==> src/rtl/axi_lite_arb_pkg.sv <==
// Shared types and response codes for the 2x1 AXI4-Lite arbiter.
// Optional build macro AXIL_ARB_FIXED_PRIO_EN is consumed by axi_lite_arb_pick.
package axi_lite_arb_pkg;

  typedef enum logic [1:0] {
    RD_IDLE = 2'd0,
    RD_ADDR = 2'd1,
    RD_DATA = 2'd2
  } rd_state_t;

  typedef enum logic [1:0] {
    WR_IDLE = 2'd0,
    WR_XFER = 2'd1,
    WR_RESP = 2'd2
  } wr_state_t;

  localparam logic [1:0] AXI_RESP_OKAY   = 2'b00;
  localparam logic [1:0] AXI_RESP_SLVERR = 2'b10;

endpackage

==> src/rtl/axi_lite_arbiter_2x1_if.sv <==
// AXI4-Lite bus bundle; "master" is the view of a bus master, "slave" the view of a register slave.
interface axi_lite_arbiter_2x1_if #(
  parameter int ADDR_W = 32,
  parameter int DATA_W = 32
);
  logic [ADDR_W-1:0] araddr;
  logic              arvalid;
  logic              arready;
  logic [DATA_W-1:0] rdata;
  logic [1:0]        rresp;
  logic              rvalid;
  logic              rready;
  logic [ADDR_W-1:0] awaddr;
  logic              awvalid;
  logic              awready;
  logic [DATA_W-1:0] wdata;
  logic              wvalid;
  logic              wready;
  logic [1:0]        bresp;
  logic              bvalid;
  logic              bready;

  modport master (
    output araddr, arvalid, rready, awaddr, awvalid, wdata, wvalid, bready,
    input  arready, rdata, rresp, rvalid, awready, wready, bresp, bvalid
  );

  modport slave (
    input  araddr, arvalid, rready, awaddr, awvalid, wdata, wvalid, bready,
    output arready, rdata, rresp, rvalid, awready, wready, bresp, bvalid
  );
endinterface

==> src/rtl/axi_lite_arb_pick.sv <==
// Two-way request picker. Round-robin pointer flips to the other master on each completed response;
// with AXIL_ARB_FIXED_PRIO_EN defined, M0 always wins and the pointer does not exist.
module axi_lite_arb_pick (
  input  logic       i_clk,
  input  logic       i_rst,
  input  logic [1:0] i_req,
  input  logic       i_done,
  input  logic       i_owner,
  output logic       o_gnt
);
`ifdef AXIL_ARB_FIXED_PRIO_EN
  logic w_unused;
  assign w_unused = ^{i_clk, i_rst, i_done, i_owner, i_req[1]};

  // M0 first; the grant only matters when some request is present
  always_comb begin
    if (i_req[0]) begin
      o_gnt = 1'b0;
    end else begin
      o_gnt = 1'b1;
    end
  end
`else
  logic r_ptr;

  // pointer names the master preferred on a tie
  always_ff @(posedge i_clk) begin
    if (i_rst) begin
      r_ptr <= 1'b0;
    end else if (i_done) begin
      r_ptr <= ~i_owner;
    end
  end

  // tie goes to the pointer, otherwise the lone requester
  always_comb begin
    case (i_req)
      2'b11:   o_gnt = r_ptr;
      2'b10:   o_gnt = 1'b1;
      default: o_gnt = 1'b0;
    endcase
  end
`endif
endmodule

==> src/rtl/axi_lite_arbiter_2x1.sv <==
// 2-master -> 1-slave AXI4-Lite arbiter with independent read and write ownership.
// Build option AXIL_ARB_FIXED_PRIO_EN selects fixed M0 priority instead of round-robin.
module axi_lite_arbiter_2x1
  import axi_lite_arb_pkg::*;
#(
  parameter int ADDR_W = 32,
  parameter int DATA_W = 32
) (
  input  logic                          aclk,
  input  logic                          areset,
  axi_lite_arbiter_2x1_if.slave         m0,
  axi_lite_arbiter_2x1_if.slave         m1,
  axi_lite_arbiter_2x1_if.master        s,
  output logic                          rd_busy,
  output logic                          rd_owner,
  output logic                          wr_busy,
  output logic                          wr_owner
);

  rd_state_t r_rd_state, w_rd_next;
  logic      r_rd_owner, w_rd_owner_nxt, r_rd_busy;
  logic [1:0] w_rd_req;
  logic      w_rd_gnt, w_own_arvalid, w_own_rready, w_ar_hs, w_r_hs;

  wr_state_t r_wr_state, w_wr_next;
  logic      r_wr_owner, w_wr_owner_nxt, r_wr_busy, r_aw_done, r_w_done;
  logic [1:0] w_wr_req;
  logic      w_wr_gnt, w_own_awvalid, w_own_wvalid, w_own_bready;
  logic      w_aw_hs, w_w_hs, w_b_hs;

  assign rd_busy  = r_rd_busy;
  assign rd_owner = r_rd_owner;
  assign wr_busy  = r_wr_busy;
  assign wr_owner = r_wr_owner;

  assign w_rd_req      = {m1.arvalid, m0.arvalid};
  assign w_own_arvalid = r_rd_owner ? m1.arvalid : m0.arvalid;
  assign w_own_rready  = r_rd_owner ? m1.rready : m0.rready;
  assign w_ar_hs       = (r_rd_state == RD_ADDR) && w_own_arvalid && s.arready;
  assign w_r_hs        = (r_rd_state == RD_DATA) && s.rvalid && w_own_rready;

  axi_lite_arb_pick u_rd_pick (
    .i_clk   (aclk),
    .i_rst   (areset),
    .i_req   (w_rd_req),
    .i_done  (w_r_hs),
    .i_owner (r_rd_owner),
    .o_gnt   (w_rd_gnt)
  );

  // read path next state and owner capture
  always_comb begin
    w_rd_next      = r_rd_state;
    w_rd_owner_nxt = r_rd_owner;
    case (r_rd_state)
      RD_IDLE: begin
        if (|w_rd_req) begin
          w_rd_next      = RD_ADDR;
          w_rd_owner_nxt = w_rd_gnt;
        end else begin
          w_rd_next = RD_IDLE;
        end
      end
      RD_ADDR: begin
        if (w_ar_hs) begin
          w_rd_next = RD_DATA;
        end else begin
          w_rd_next = RD_ADDR;
        end
      end
      RD_DATA: begin
        if (w_r_hs) begin
          w_rd_next = RD_IDLE;
        end else begin
          w_rd_next = RD_DATA;
        end
      end
      default: w_rd_next = RD_IDLE;
    endcase
  end

  // read path state register
  always_ff @(posedge aclk) begin
    if (areset) begin
      r_rd_state <= RD_IDLE;
      r_rd_owner <= 1'b0;
      r_rd_busy  <= 1'b0;
    end else begin
      r_rd_state <= w_rd_next;
      r_rd_owner <= w_rd_owner_nxt;
      r_rd_busy  <= (w_rd_next != RD_IDLE);
    end
  end

  // read channel routing; everything not owned stays at zero
  always_comb begin
    s.araddr   = {ADDR_W{1'b0}};
    s.arvalid  = 1'b0;
    s.rready   = 1'b0;
    m0.arready = 1'b0;
    m1.arready = 1'b0;
    m0.rdata   = {DATA_W{1'b0}};
    m1.rdata   = {DATA_W{1'b0}};
    m0.rresp   = AXI_RESP_OKAY;
    m1.rresp   = AXI_RESP_OKAY;
    m0.rvalid  = 1'b0;
    m1.rvalid  = 1'b0;
    case (r_rd_state)
      RD_ADDR: begin
        s.araddr  = r_rd_owner ? m1.araddr : m0.araddr;
        s.arvalid = w_own_arvalid;
        if (r_rd_owner) begin
          m1.arready = s.arready;
        end else begin
          m0.arready = s.arready;
        end
      end
      RD_DATA: begin
        s.rready = w_own_rready;
        if (r_rd_owner) begin
          m1.rdata  = s.rdata;
          m1.rresp  = s.rresp;
          m1.rvalid = s.rvalid;
        end else begin
          m0.rdata  = s.rdata;
          m0.rresp  = s.rresp;
          m0.rvalid = s.rvalid;
        end
      end
      default: begin
      end
    endcase
  end

  assign w_wr_req      = {m1.awvalid | m1.wvalid, m0.awvalid | m0.wvalid};
  assign w_own_awvalid = r_wr_owner ? m1.awvalid : m0.awvalid;
  assign w_own_wvalid  = r_wr_owner ? m1.wvalid : m0.wvalid;
  assign w_own_bready  = r_wr_owner ? m1.bready : m0.bready;
  assign w_aw_hs = (r_wr_state == WR_XFER) && !r_aw_done && w_own_awvalid && s.awready;
  assign w_w_hs  = (r_wr_state == WR_XFER) && !r_w_done && w_own_wvalid && s.wready;
  assign w_b_hs  = (r_wr_state == WR_RESP) && s.bvalid && w_own_bready;

  axi_lite_arb_pick u_wr_pick (
    .i_clk   (aclk),
    .i_rst   (areset),
    .i_req   (w_wr_req),
    .i_done  (w_b_hs),
    .i_owner (r_wr_owner),
    .o_gnt   (w_wr_gnt)
  );

  // write path next state; AW and W may complete in either order
  always_comb begin
    w_wr_next      = r_wr_state;
    w_wr_owner_nxt = r_wr_owner;
    case (r_wr_state)
      WR_IDLE: begin
        if (|w_wr_req) begin
          w_wr_next      = WR_XFER;
          w_wr_owner_nxt = w_wr_gnt;
        end else begin
          w_wr_next = WR_IDLE;
        end
      end
      WR_XFER: begin
        if ((r_aw_done || w_aw_hs) && (r_w_done || w_w_hs)) begin
          w_wr_next = WR_RESP;
        end else begin
          w_wr_next = WR_XFER;
        end
      end
      WR_RESP: begin
        if (w_b_hs) begin
          w_wr_next = WR_IDLE;
        end else begin
          w_wr_next = WR_RESP;
        end
      end
      default: w_wr_next = WR_IDLE;
    endcase
  end

  // write path state register and per-channel done flags
  always_ff @(posedge aclk) begin
    if (areset) begin
      r_wr_state <= WR_IDLE;
      r_wr_owner <= 1'b0;
      r_wr_busy  <= 1'b0;
      r_aw_done  <= 1'b0;
      r_w_done   <= 1'b0;
    end else begin
      r_wr_state <= w_wr_next;
      r_wr_owner <= w_wr_owner_nxt;
      r_wr_busy  <= (w_wr_next != WR_IDLE);
      if (r_wr_state == WR_IDLE) begin
        r_aw_done <= 1'b0;
        r_w_done  <= 1'b0;
      end else begin
        r_aw_done <= r_aw_done | w_aw_hs;
        r_w_done  <= r_w_done | w_w_hs;
      end
    end
  end

  // write channel routing; a finished channel is gated off until the next grant
  always_comb begin
    s.awaddr   = {ADDR_W{1'b0}};
    s.awvalid  = 1'b0;
    s.wdata    = {DATA_W{1'b0}};
    s.wvalid   = 1'b0;
    s.bready   = 1'b0;
    m0.awready = 1'b0;
    m1.awready = 1'b0;
    m0.wready  = 1'b0;
    m1.wready  = 1'b0;
    m0.bresp   = AXI_RESP_OKAY;
    m1.bresp   = AXI_RESP_OKAY;
    m0.bvalid  = 1'b0;
    m1.bvalid  = 1'b0;
    case (r_wr_state)
      WR_XFER: begin
        s.awaddr  = r_wr_owner ? m1.awaddr : m0.awaddr;
        s.awvalid = w_own_awvalid && !r_aw_done;
        s.wdata   = r_wr_owner ? m1.wdata : m0.wdata;
        s.wvalid  = w_own_wvalid && !r_w_done;
        if (r_wr_owner) begin
          m1.awready = s.awready && !r_aw_done;
          m1.wready  = s.wready && !r_w_done;
        end else begin
          m0.awready = s.awready && !r_aw_done;
          m0.wready  = s.wready && !r_w_done;
        end
      end
      WR_RESP: begin
        s.bready = w_own_bready;
        if (r_wr_owner) begin
          m1.bresp  = s.bresp;
          m1.bvalid = s.bvalid;
        end else begin
          m0.bresp  = s.bresp;
          m0.bvalid = s.bvalid;
        end
      end
      default: begin
      end
    endcase
  end

endmodule

==> src/flat_wrapper.sv <==
// flat-port wrapper written by rule: the top's interface ports become plain ports
module axi_lite_arbiter_2x1_flat import axi_lite_arb_pkg::*;
#(
  parameter int ADDR_W = 32,
  parameter int DATA_W = 32
)
  (aclk, areset, rd_busy, rd_owner, wr_busy, wr_owner, m0_araddr, m0_arvalid, m0_rready, m0_awaddr, m0_awvalid, m0_wdata, m0_wvalid, m0_bready, m0_arready, m0_rdata, m0_rresp, m0_rvalid, m0_awready, m0_wready, m0_bresp, m0_bvalid, m1_araddr, m1_arvalid, m1_rready, m1_awaddr, m1_awvalid, m1_wdata, m1_wvalid, m1_bready, m1_arready, m1_rdata, m1_rresp, m1_rvalid, m1_awready, m1_wready, m1_bresp, m1_bvalid, s_araddr, s_arvalid, s_rready, s_awaddr, s_awvalid, s_wdata, s_wvalid, s_bready, s_arready, s_rdata, s_rresp, s_rvalid, s_awready, s_wready, s_bresp, s_bvalid);
  axi_lite_arbiter_2x1_if #(.ADDR_W(ADDR_W), .DATA_W(DATA_W)) m0_i ();
  axi_lite_arbiter_2x1_if #(.ADDR_W(ADDR_W), .DATA_W(DATA_W)) m1_i ();
  axi_lite_arbiter_2x1_if #(.ADDR_W(ADDR_W), .DATA_W(DATA_W)) s_i ();
  input  logic aclk;
  input  logic areset;
  output logic rd_busy;
  output logic rd_owner;
  output logic wr_busy;
  output logic wr_owner;
  input wire logic [$bits(m0_i.araddr)-1:0] m0_araddr;
  input wire logic [$bits(m0_i.arvalid)-1:0] m0_arvalid;
  input wire logic [$bits(m0_i.rready)-1:0] m0_rready;
  input wire logic [$bits(m0_i.awaddr)-1:0] m0_awaddr;
  input wire logic [$bits(m0_i.awvalid)-1:0] m0_awvalid;
  input wire logic [$bits(m0_i.wdata)-1:0] m0_wdata;
  input wire logic [$bits(m0_i.wvalid)-1:0] m0_wvalid;
  input wire logic [$bits(m0_i.bready)-1:0] m0_bready;
  output wire logic [$bits(m0_i.arready)-1:0] m0_arready;
  output wire logic [$bits(m0_i.rdata)-1:0] m0_rdata;
  output wire logic [$bits(m0_i.rresp)-1:0] m0_rresp;
  output wire logic [$bits(m0_i.rvalid)-1:0] m0_rvalid;
  output wire logic [$bits(m0_i.awready)-1:0] m0_awready;
  output wire logic [$bits(m0_i.wready)-1:0] m0_wready;
  output wire logic [$bits(m0_i.bresp)-1:0] m0_bresp;
  output wire logic [$bits(m0_i.bvalid)-1:0] m0_bvalid;
  input wire logic [$bits(m1_i.araddr)-1:0] m1_araddr;
  input wire logic [$bits(m1_i.arvalid)-1:0] m1_arvalid;
  input wire logic [$bits(m1_i.rready)-1:0] m1_rready;
  input wire logic [$bits(m1_i.awaddr)-1:0] m1_awaddr;
  input wire logic [$bits(m1_i.awvalid)-1:0] m1_awvalid;
  input wire logic [$bits(m1_i.wdata)-1:0] m1_wdata;
  input wire logic [$bits(m1_i.wvalid)-1:0] m1_wvalid;
  input wire logic [$bits(m1_i.bready)-1:0] m1_bready;
  output wire logic [$bits(m1_i.arready)-1:0] m1_arready;
  output wire logic [$bits(m1_i.rdata)-1:0] m1_rdata;
  output wire logic [$bits(m1_i.rresp)-1:0] m1_rresp;
  output wire logic [$bits(m1_i.rvalid)-1:0] m1_rvalid;
  output wire logic [$bits(m1_i.awready)-1:0] m1_awready;
  output wire logic [$bits(m1_i.wready)-1:0] m1_wready;
  output wire logic [$bits(m1_i.bresp)-1:0] m1_bresp;
  output wire logic [$bits(m1_i.bvalid)-1:0] m1_bvalid;
  output wire logic [$bits(s_i.araddr)-1:0] s_araddr;
  output wire logic [$bits(s_i.arvalid)-1:0] s_arvalid;
  output wire logic [$bits(s_i.rready)-1:0] s_rready;
  output wire logic [$bits(s_i.awaddr)-1:0] s_awaddr;
  output wire logic [$bits(s_i.awvalid)-1:0] s_awvalid;
  output wire logic [$bits(s_i.wdata)-1:0] s_wdata;
  output wire logic [$bits(s_i.wvalid)-1:0] s_wvalid;
  output wire logic [$bits(s_i.bready)-1:0] s_bready;
  input wire logic [$bits(s_i.arready)-1:0] s_arready;
  input wire logic [$bits(s_i.rdata)-1:0] s_rdata;
  input wire logic [$bits(s_i.rresp)-1:0] s_rresp;
  input wire logic [$bits(s_i.rvalid)-1:0] s_rvalid;
  input wire logic [$bits(s_i.awready)-1:0] s_awready;
  input wire logic [$bits(s_i.wready)-1:0] s_wready;
  input wire logic [$bits(s_i.bresp)-1:0] s_bresp;
  input wire logic [$bits(s_i.bvalid)-1:0] s_bvalid;
  assign m0_i.araddr = m0_araddr;
  assign m0_i.arvalid = m0_arvalid;
  assign m0_i.rready = m0_rready;
  assign m0_i.awaddr = m0_awaddr;
  assign m0_i.awvalid = m0_awvalid;
  assign m0_i.wdata = m0_wdata;
  assign m0_i.wvalid = m0_wvalid;
  assign m0_i.bready = m0_bready;
  assign m0_arready = m0_i.arready;
  assign m0_rdata = m0_i.rdata;
  assign m0_rresp = m0_i.rresp;
  assign m0_rvalid = m0_i.rvalid;
  assign m0_awready = m0_i.awready;
  assign m0_wready = m0_i.wready;
  assign m0_bresp = m0_i.bresp;
  assign m0_bvalid = m0_i.bvalid;
  assign m1_i.araddr = m1_araddr;
  assign m1_i.arvalid = m1_arvalid;
  assign m1_i.rready = m1_rready;
  assign m1_i.awaddr = m1_awaddr;
  assign m1_i.awvalid = m1_awvalid;
  assign m1_i.wdata = m1_wdata;
  assign m1_i.wvalid = m1_wvalid;
  assign m1_i.bready = m1_bready;
  assign m1_arready = m1_i.arready;
  assign m1_rdata = m1_i.rdata;
  assign m1_rresp = m1_i.rresp;
  assign m1_rvalid = m1_i.rvalid;
  assign m1_awready = m1_i.awready;
  assign m1_wready = m1_i.wready;
  assign m1_bresp = m1_i.bresp;
  assign m1_bvalid = m1_i.bvalid;
  assign s_araddr = s_i.araddr;
  assign s_arvalid = s_i.arvalid;
  assign s_rready = s_i.rready;
  assign s_awaddr = s_i.awaddr;
  assign s_awvalid = s_i.awvalid;
  assign s_wdata = s_i.wdata;
  assign s_wvalid = s_i.wvalid;
  assign s_bready = s_i.bready;
  assign s_i.arready = s_arready;
  assign s_i.rdata = s_rdata;
  assign s_i.rresp = s_rresp;
  assign s_i.rvalid = s_rvalid;
  assign s_i.awready = s_awready;
  assign s_i.wready = s_wready;
  assign s_i.bresp = s_bresp;
  assign s_i.bvalid = s_bvalid;
  axi_lite_arbiter_2x1 #(.ADDR_W(ADDR_W), .DATA_W(DATA_W)) u_core (.aclk(aclk), .areset(areset), .m0(m0_i), .m1(m1_i), .s(s_i), .rd_busy(rd_busy), .rd_owner(rd_owner), .wr_busy(wr_busy), .wr_owner(wr_owner));
endmodule
==> config.mk <==
export PLATFORM = sky130hd
export DESIGN_NAME = axi_lite_arbiter_2x1_flat
export DESIGN_NICKNAME = d
export VERILOG_FILES = /design/src/rtl/axi_lite_arb_pkg.sv /design/src/rtl/axi_lite_arbiter_2x1_if.sv /design/src/rtl/axi_lite_arb_pick.sv /design/src/rtl/axi_lite_arbiter_2x1.sv /design/src/flat_wrapper.sv
export SDC_FILE = /design/constraint.sdc
export NUM_CORES = 1
export LEC_CHECK = 0
export ABC_AREA = 0
export BUFFER_PORTS_ARGS = -buffer_cell sky130_fd_sc_hd__buf_2
export CAP_MARGIN = 15
export CORE_AREA = 4 4 165 167
export DETAILED_ROUTE_END_ITERATION = 7
export DIE_AREA = 0 0 169 171
export GPL_ROUTABILITY_DRIVEN = 0
export PLACE_DENSITY = 0.38
export SYNTH_ARGS = -nofsm -noshare
export SYNTH_HDL_FRONTEND = slang
export SYNTH_SLANG_ARGS = --single-unit
==> constraint.sdc <==
create_clock -name aclk -period 3.3 [get_ports aclk]
set_input_delay 0.33 -clock aclk [delete_from_list [all_inputs] [get_ports aclk]]
set_output_delay 0.33 -clock aclk [all_outputs]
set_load 0.02 [all_outputs]
==> summary.txt, run 1 <==
STA
  – Rel. slew slack: 0.419
  – Slew Viols, Final: 0
  – Hold WS: 0.354 ns
  – Total negative slack: 0 ns
  – Tcrit/Tclk final: 0.745
  – Fmax: 0.407 GHz
  – RSZ-0062 raised after global routing: no
  – Final WS setup: 0.842 ns
  – Worst-margin pin slew: 0.872 ns
  – Clock Skews: 0.000746 ns
  – Final Setup Violations: 0
  – Min cycle time layout: 2.46 ns
  – Final Hold Violating Endpoints: 0

Detailed routing
  – Vias/cell: 3.74
  – DRC violations left: 0
  – Routed Antenna Nets: 0
  – WL final: 17800 µm
  – Initial DRC count: 97
  – DR vias: 4201
  – WL/cell: 15.8 µm
  – TritonRoute pass-1 iters: 4

Clock network
  – TritonCTS clock tree: built
  – Clock sink count: 12
  – Root buffer cell: clkbuf_16
  – Num CTS Buffers: 3
  – Post-CTS sizing: 0
  – Cts hold-fix bufs: 0
  – Clock insertion delay at the later pin of the skew report: 0.25 ns
  – Post-CTS setup buffers: 0
  – Max Buffers Root-to-Sink: 2
  – Clock slew at reported path FFs: 0.05 ns
  – H-tree depth: 1

GRT
  – Global-route wire length before repair: 24500 µm
  – GRT Total Usage: 0.109
  – Largest net degree at the start of global routing: 55
  – Vias in the first global route: 4204
  – Gr ovfl total: 0
  – Initial antenna violation count: 1

Logic synthesis
  – Register area share after synthesis: 0.0919
  – Syn Inst Count: 383
  – Net Count, Synth: 628
  – Mapped Area: 2610 µm²
  – Synth Warn #: 0
  – Distinct cell type count after synthesis: 32
  – Post-synthesis register bit count: 12
  – Syn avg cell area: 6.82 µm²

Finish
  – Area growth, synth to finish: 98.2%
  – Layout Utilization: 0.201
  – Most common cell after layout, fill and taps aside: buf_2
  – Layout Cells excl Fill: 1123
  – Layout net count: 1033
  – Highest-count cells in the layout ignoring fill and taps: buf_2 (431), nor2_1 (108), mux2i_1 (99)
  – Final Instance Area: 5180 µm²
  – Share of layout cells above drive strength 1: 0.571

Power and ir drop
  – Total power: 1.17 mW
  – Pwr per Cell Area: 226 nW/µm²
  – VDD IR max: 0.000163 V
  – Lkg Pwr: 3.03 nW

Setup path
  – Crit-path max FO: 54
  – Delay-heaviest family, CP: flip-flops
  – CP Data Required Time: 2.97 ns
  – Critical path data arrival time: 2.13 ns
  – Delay of the slowest critical-path stage: 0.85 ns
  – Setup crit end kind: output port
  – Crit Path Category: register to output port
  – Worst setup SP type: register
  – CP Buf/Inv Count: 2
  – Cells along the critical path: buf_4, mux2i_1, nor2_1, buf_2
  – Critical path's slowest cell: dfxtp_4

Floorplanning
  – Die height: 171 µm
  – # rows: 59
  – Total core area: 25800 µm²
  – Die Width: 169 µm
  – Initial Utilization: 0.101
  – Die ar.: 28900 µm²
  – Num ports: 432

Place
  – IO Port Bufs: 431
  – Dpl cells: 1118
  – Placed Area: 5090 µm²
  – Post-placement worst setup slack: 1.10 ns
  – Post-DP HPWL: 15800 µm

Min path
  – Hold WC Path Type: input port to register

Run status
  – Outcome: complete, no violations

Flow run
  – Max cap viols: 0
==> path summary, 6_finish.rpt <==
check	start	slack, ns	to	depth (start not counted)
worst max-delay path	u_core.wr_owner$_SDFFE_PP0N_	0.84	s_wdata[6]	4
worst max register to register	u_core.wr_owner$_SDFFE_PP0N_	1.47	u_core.r_wr_state[1]$_SDFF_PP0_	4
worst min-delay path	m0_bready	0.35	u_core.u_wr_pick.r_ptr$_SDFFE_PP0P_	3
worst min register to register	u_core.u_wr_pick.r_ptr$_SDFFE_PP0P_	0.48	u_core.u_wr_pick.r_ptr$_SDFFE_PP0P_	2
==> cells in the mapped netlist <==
library cell  number  share of area
nor2_1           108           0.16
mux2i_1           99           0.38
and3_1            39          0.093
and2_1            35          0.084
clkbuf_1          19          0.027
buf_2             13          0.025
dfxtp_1           12          0.092
a21oi_1            6          0.011
a31oi_1            5          0.012
nand2_1            5         0.0072
nand2b_1           5          0.012
nor3b_1            5          0.014
nor3_1             4         0.0077
buf_4              3         0.0086
o21ai_0            3         0.0057
a32oi_1            2         0.0067
and4b_1            2         0.0077
clkbuf_2           2         0.0038
nor2b_1            2         0.0048
nor4b_1            2         0.0067
a211oi_1           1         0.0029
a2bb2oi_1          1         0.0034
and2b_1            1         0.0029
inv_1              1         0.0014
mux2_2             1         0.0043
mux2_4             1         0.0057
nand3b_1           1         0.0029
nor2_2             1         0.0024
nor4_1             1         0.0024
o31ai_1            1         0.0029
or2_2              1         0.0024
or3_1              1         0.0024
==> cells by family after synthesis <==
family	Yosys count	share of synthesized area
flip-flops	12	0.0919
AO/OA/AOI/OAI	19	0.0450
AND/OR/NAND/NOR	213	0.408
buffers and inverters	38	0.0661
multiplexers	101	0.389
==> report_power, final <==
group / switching (mW) / total (mW) / internal, mW
Clock: 0.0704 / 0.254 / 0.184
Sequential: 0.0391 / 0.193 / 0.154
Combinational: 0.416 / 0.725 / 0.309
==> routing by layer <==
metal / track usage / vias to the layer above / routed length, µm
li1: - / 2121 / -
met1: 0.119 / 1798 / 6490
met2: 0.207 / 272 / 9110
met3: 0.0365 / 10 / 1870
met4: 0.0189 / 0 / 312
met5: 0 / - / 0
==> tightest hold or removal path: cells and delay by family <==
kind,cells,cell delay (ns)
compound gates,1,0.05
buf+inv,1,0.11
simple gates,1,0.06
==> layout make-up <==
type / count / area (µm²)
antenna: 1 / 2.50
clock buffer: 4 / 88.8
fill: 3013 / 20600
inverter: 1 / 3.75
multi-input combinational: 333 / 2210
sequential: 12 / 245
tap: 335 / 419
timing repair buffer: 437 / 2210
==> flip-flops by register name, summed over array words and instances (netlist names) <==
signal                  flops
u_core.r_w_done             1
u_core.r_aw_done            1
u_core.rd_owner             1
u_core.wr_owner             1
u_core.u_wr_pick.r_ptr      1
u_core.r_rd_state           2
u_core.wr_busy              1
u_core.rd_busy              1
u_core.r_wr_state           2
u_core.u_rd_pick.r_ptr      1
(Power assumes the default switching activity.)
==> run 2: changes to the inputs <==
- PLACE_DENSITY: 0.38 -> 0.39
- clock period: 3.3 -> 2.2 ns (I/O delays scaled with it)
==> run 2 against run 1 <==
  * Count of clock-buffer cells in the layout did not move
  * Clock skew about the same
  * Cell count barely moved
  * Critical path depth is the same
  * Combinational power grew 56%
  * Critical endpoint is now s_awaddr[31]
  * Highest routed layer unchanged
  * Flip-flop and latch count did not move
  * Final area up 0.72%
  * Core utilization up 0.15 points
  * Sequential share of layout area about the same
==> summary.txt, run 2 (synthesized netlist as in run 1, its figures left out) <==
Clock network
  – Post-CTS setup buffers: 0
  – Post-CTS sizing: 0
  – Cts hold-fix bufs: 0
  – H-tree depth: 1
  – Root buffer cell: clkbuf_16
  – Clock slew at reported path FFs: 0.05 ns
  – Clock sink count: 12
  – Num CTS Buffers: 3
  – Max Buffers Root-to-Sink: 2
  – TritonCTS clock tree: built
  – Clock insertion delay at the later pin of the skew report: 0.25 ns

Min path
  – Hold path depth: 3
  – Worst hold start: m0_bready
  – Hold WC Path Type: input port to register

STA
  – Fmax: 0.482 GHz
  – Slew Viols, Final: 0
  – Clock Skews: 0.000694 ns
  – Total negative slack: 0 ns
  – Min cycle time layout: 2.07 ns
  – Final Setup Violations: 0
  – Rel. slew slack: 0.651
  – Tcrit/Tclk final: 0.943
  – RSZ-0062 raised after global routing: no
  – Worst-margin pin slew: 0.523 ns
  – Final Hold Violating Endpoints: 0
  – Final WS setup: 0.126 ns

Setup path
  – R2R Path End: u_core.r_wr_state[1]$_SDFF_PP0_
  – Setup crit end kind: output port
  – Reg2reg path depth: 4
  – Critical path data arrival time: 1.85 ns
  – Worst setup SP type: register
  – Critical path origin: u_core.wr_owner$_SDFFE_PP0N_
  – CP Data Required Time: 1.98 ns
  – Worst reg2reg startpoint: u_core.wr_owner$_SDFFE_PP0N_
  – Crit-path max FO: 43
  – Setup slack, reg-to-reg: 0.58 ns
  – Worst Setup EP: s_awaddr[31]
  – Crit Path Category: register to output port

Place
  – Dpl cells: 1120
  – Placed Area: 5130 µm²
  – IO Port Bufs: 431
  – Post-placement worst setup slack: 0.350 ns
  – Post-DP HPWL: 16700 µm

Finish
  – Highest-count cells in the layout ignoring fill and taps: buf_2 (431), nor2_1 (108), mux2i_1 (99)
  – Layout net count: 1035
  – Layout Cells excl Fill: 1124
  – Share of layout cells above drive strength 1: 0.572
  – Largest regs: u_core.r_rd_state (2), u_core.r_wr_state (2)
  – Layout Utilization: 0.203
  – Final Instance Area: 5220 µm²
  – Most common cell after layout, fill and taps aside: buf_2
  – Diode count: 0
  – Area growth, synth to finish: 99.6%

GRT
  – Largest net degree at the start of global routing: 55
  – Vias in the first global route: 4229
  – Global-route wire length before repair: 25900 µm
  – Initial antenna violation count: 2
  – Gr ovfl total: 0
  – GRT Total Usage: 0.115

Detailed routing
  – Initial DRC count: 120
  – WL/cell: 16.7 µm
  – DR vias: 4251
  – TritonRoute pass-1 iters: 4
  – Vias/cell: 3.78
  – DRC violations left: 0
  – Routed Antenna Nets: 0
  – WL final: 18700 µm

Floorplanning
  – Die ar.: 28900 µm²
  – Initial Utilization: 0.101
  – Die height: 171 µm
  – Num ports: 432
  – Die Width: 169 µm
  – # rows: 59
  – Total core area: 25800 µm²

Flow run
  – Max cap viols: 0

Power and ir drop
  – VDD IR max: 0.000179 V
  – Lkg Pwr: 3.04 nW
  – Pwr per Cell Area: 343 nW/µm²

Run status
  – Outcome: complete, no violations
==> run 2: changes by cell type in the layout (fill, tap and decap cells not counted), sizes merged <==
cell	previous run	this run
diode	1	0
buf	437	439
==> run 2: critical path, cell delays in order (launching register included) <==
cell and delay (ns):
dfxtp_4 0.68, buf_12 0.34, mux2i_1 0.32, nor2_1 0.07
buf_2 0.16
==> run 2: metal layers <==
| metal | global-route usage | wire [µm] |
|---|---|---|
| met4 | 0.00490 | 74 |
| met5 | 0 | 0 |
| met3 | 0.0344 | 1930 |
| met1 | 0.131 | 6940 |
| met2 | 0.222 | 9770 |
==> run 2: how the worst min path moves through the flow <==
stage	slack (ns)	endpoint
floorplan	0.30	u_core.r_rd_state[1]$_SDFF_PP0_
global placement	0.48	u_core.u_wr_pick.r_ptr$_SDFFE_PP0P_
detailed placement	0.48	u_core.u_wr_pick.r_ptr$_SDFFE_PP0P_
CTS	0.22	u_core.u_wr_pick.r_ptr$_SDFFE_PP0P_
global route	0.25	u_core.u_wr_pick.r_ptr$_SDFFE_PP0P_
finish	0.23	u_core.u_wr_pick.r_ptr$_SDFFE_PP0P_
==> run 2: layout make-up <==
cell class	instances	area (µm²)
tap	335	419
timing repair buffer	439	2250
inverter	1	3.75
multi-input combinational	333	2210
fill	3006	20500
clock buffer	4	88.8
sequential	12	245
==> run 2: where the power goes <==
group	leakage, nW	internal (mW)	total [mW]	switching (mW)
Combinational	2.90	0.474	1.13	0.661
Sequential	0.0997	0.231	0.267	0.0358
Clock	0.0442	0.276	0.387	0.111
Total	3.04	0.981	1.79	0.808
==> run 2: through the flow <==
stage,power [mW],hold slack (ns)
2_1_floorplan,0.892,0.298
3_3_place_gp,1.42,0.478
3_5_place_dp,1.43,0.477
4_1_cts,1.83,0.221
5_1_grt,1.92,0.249
6_report,1.79,0.225
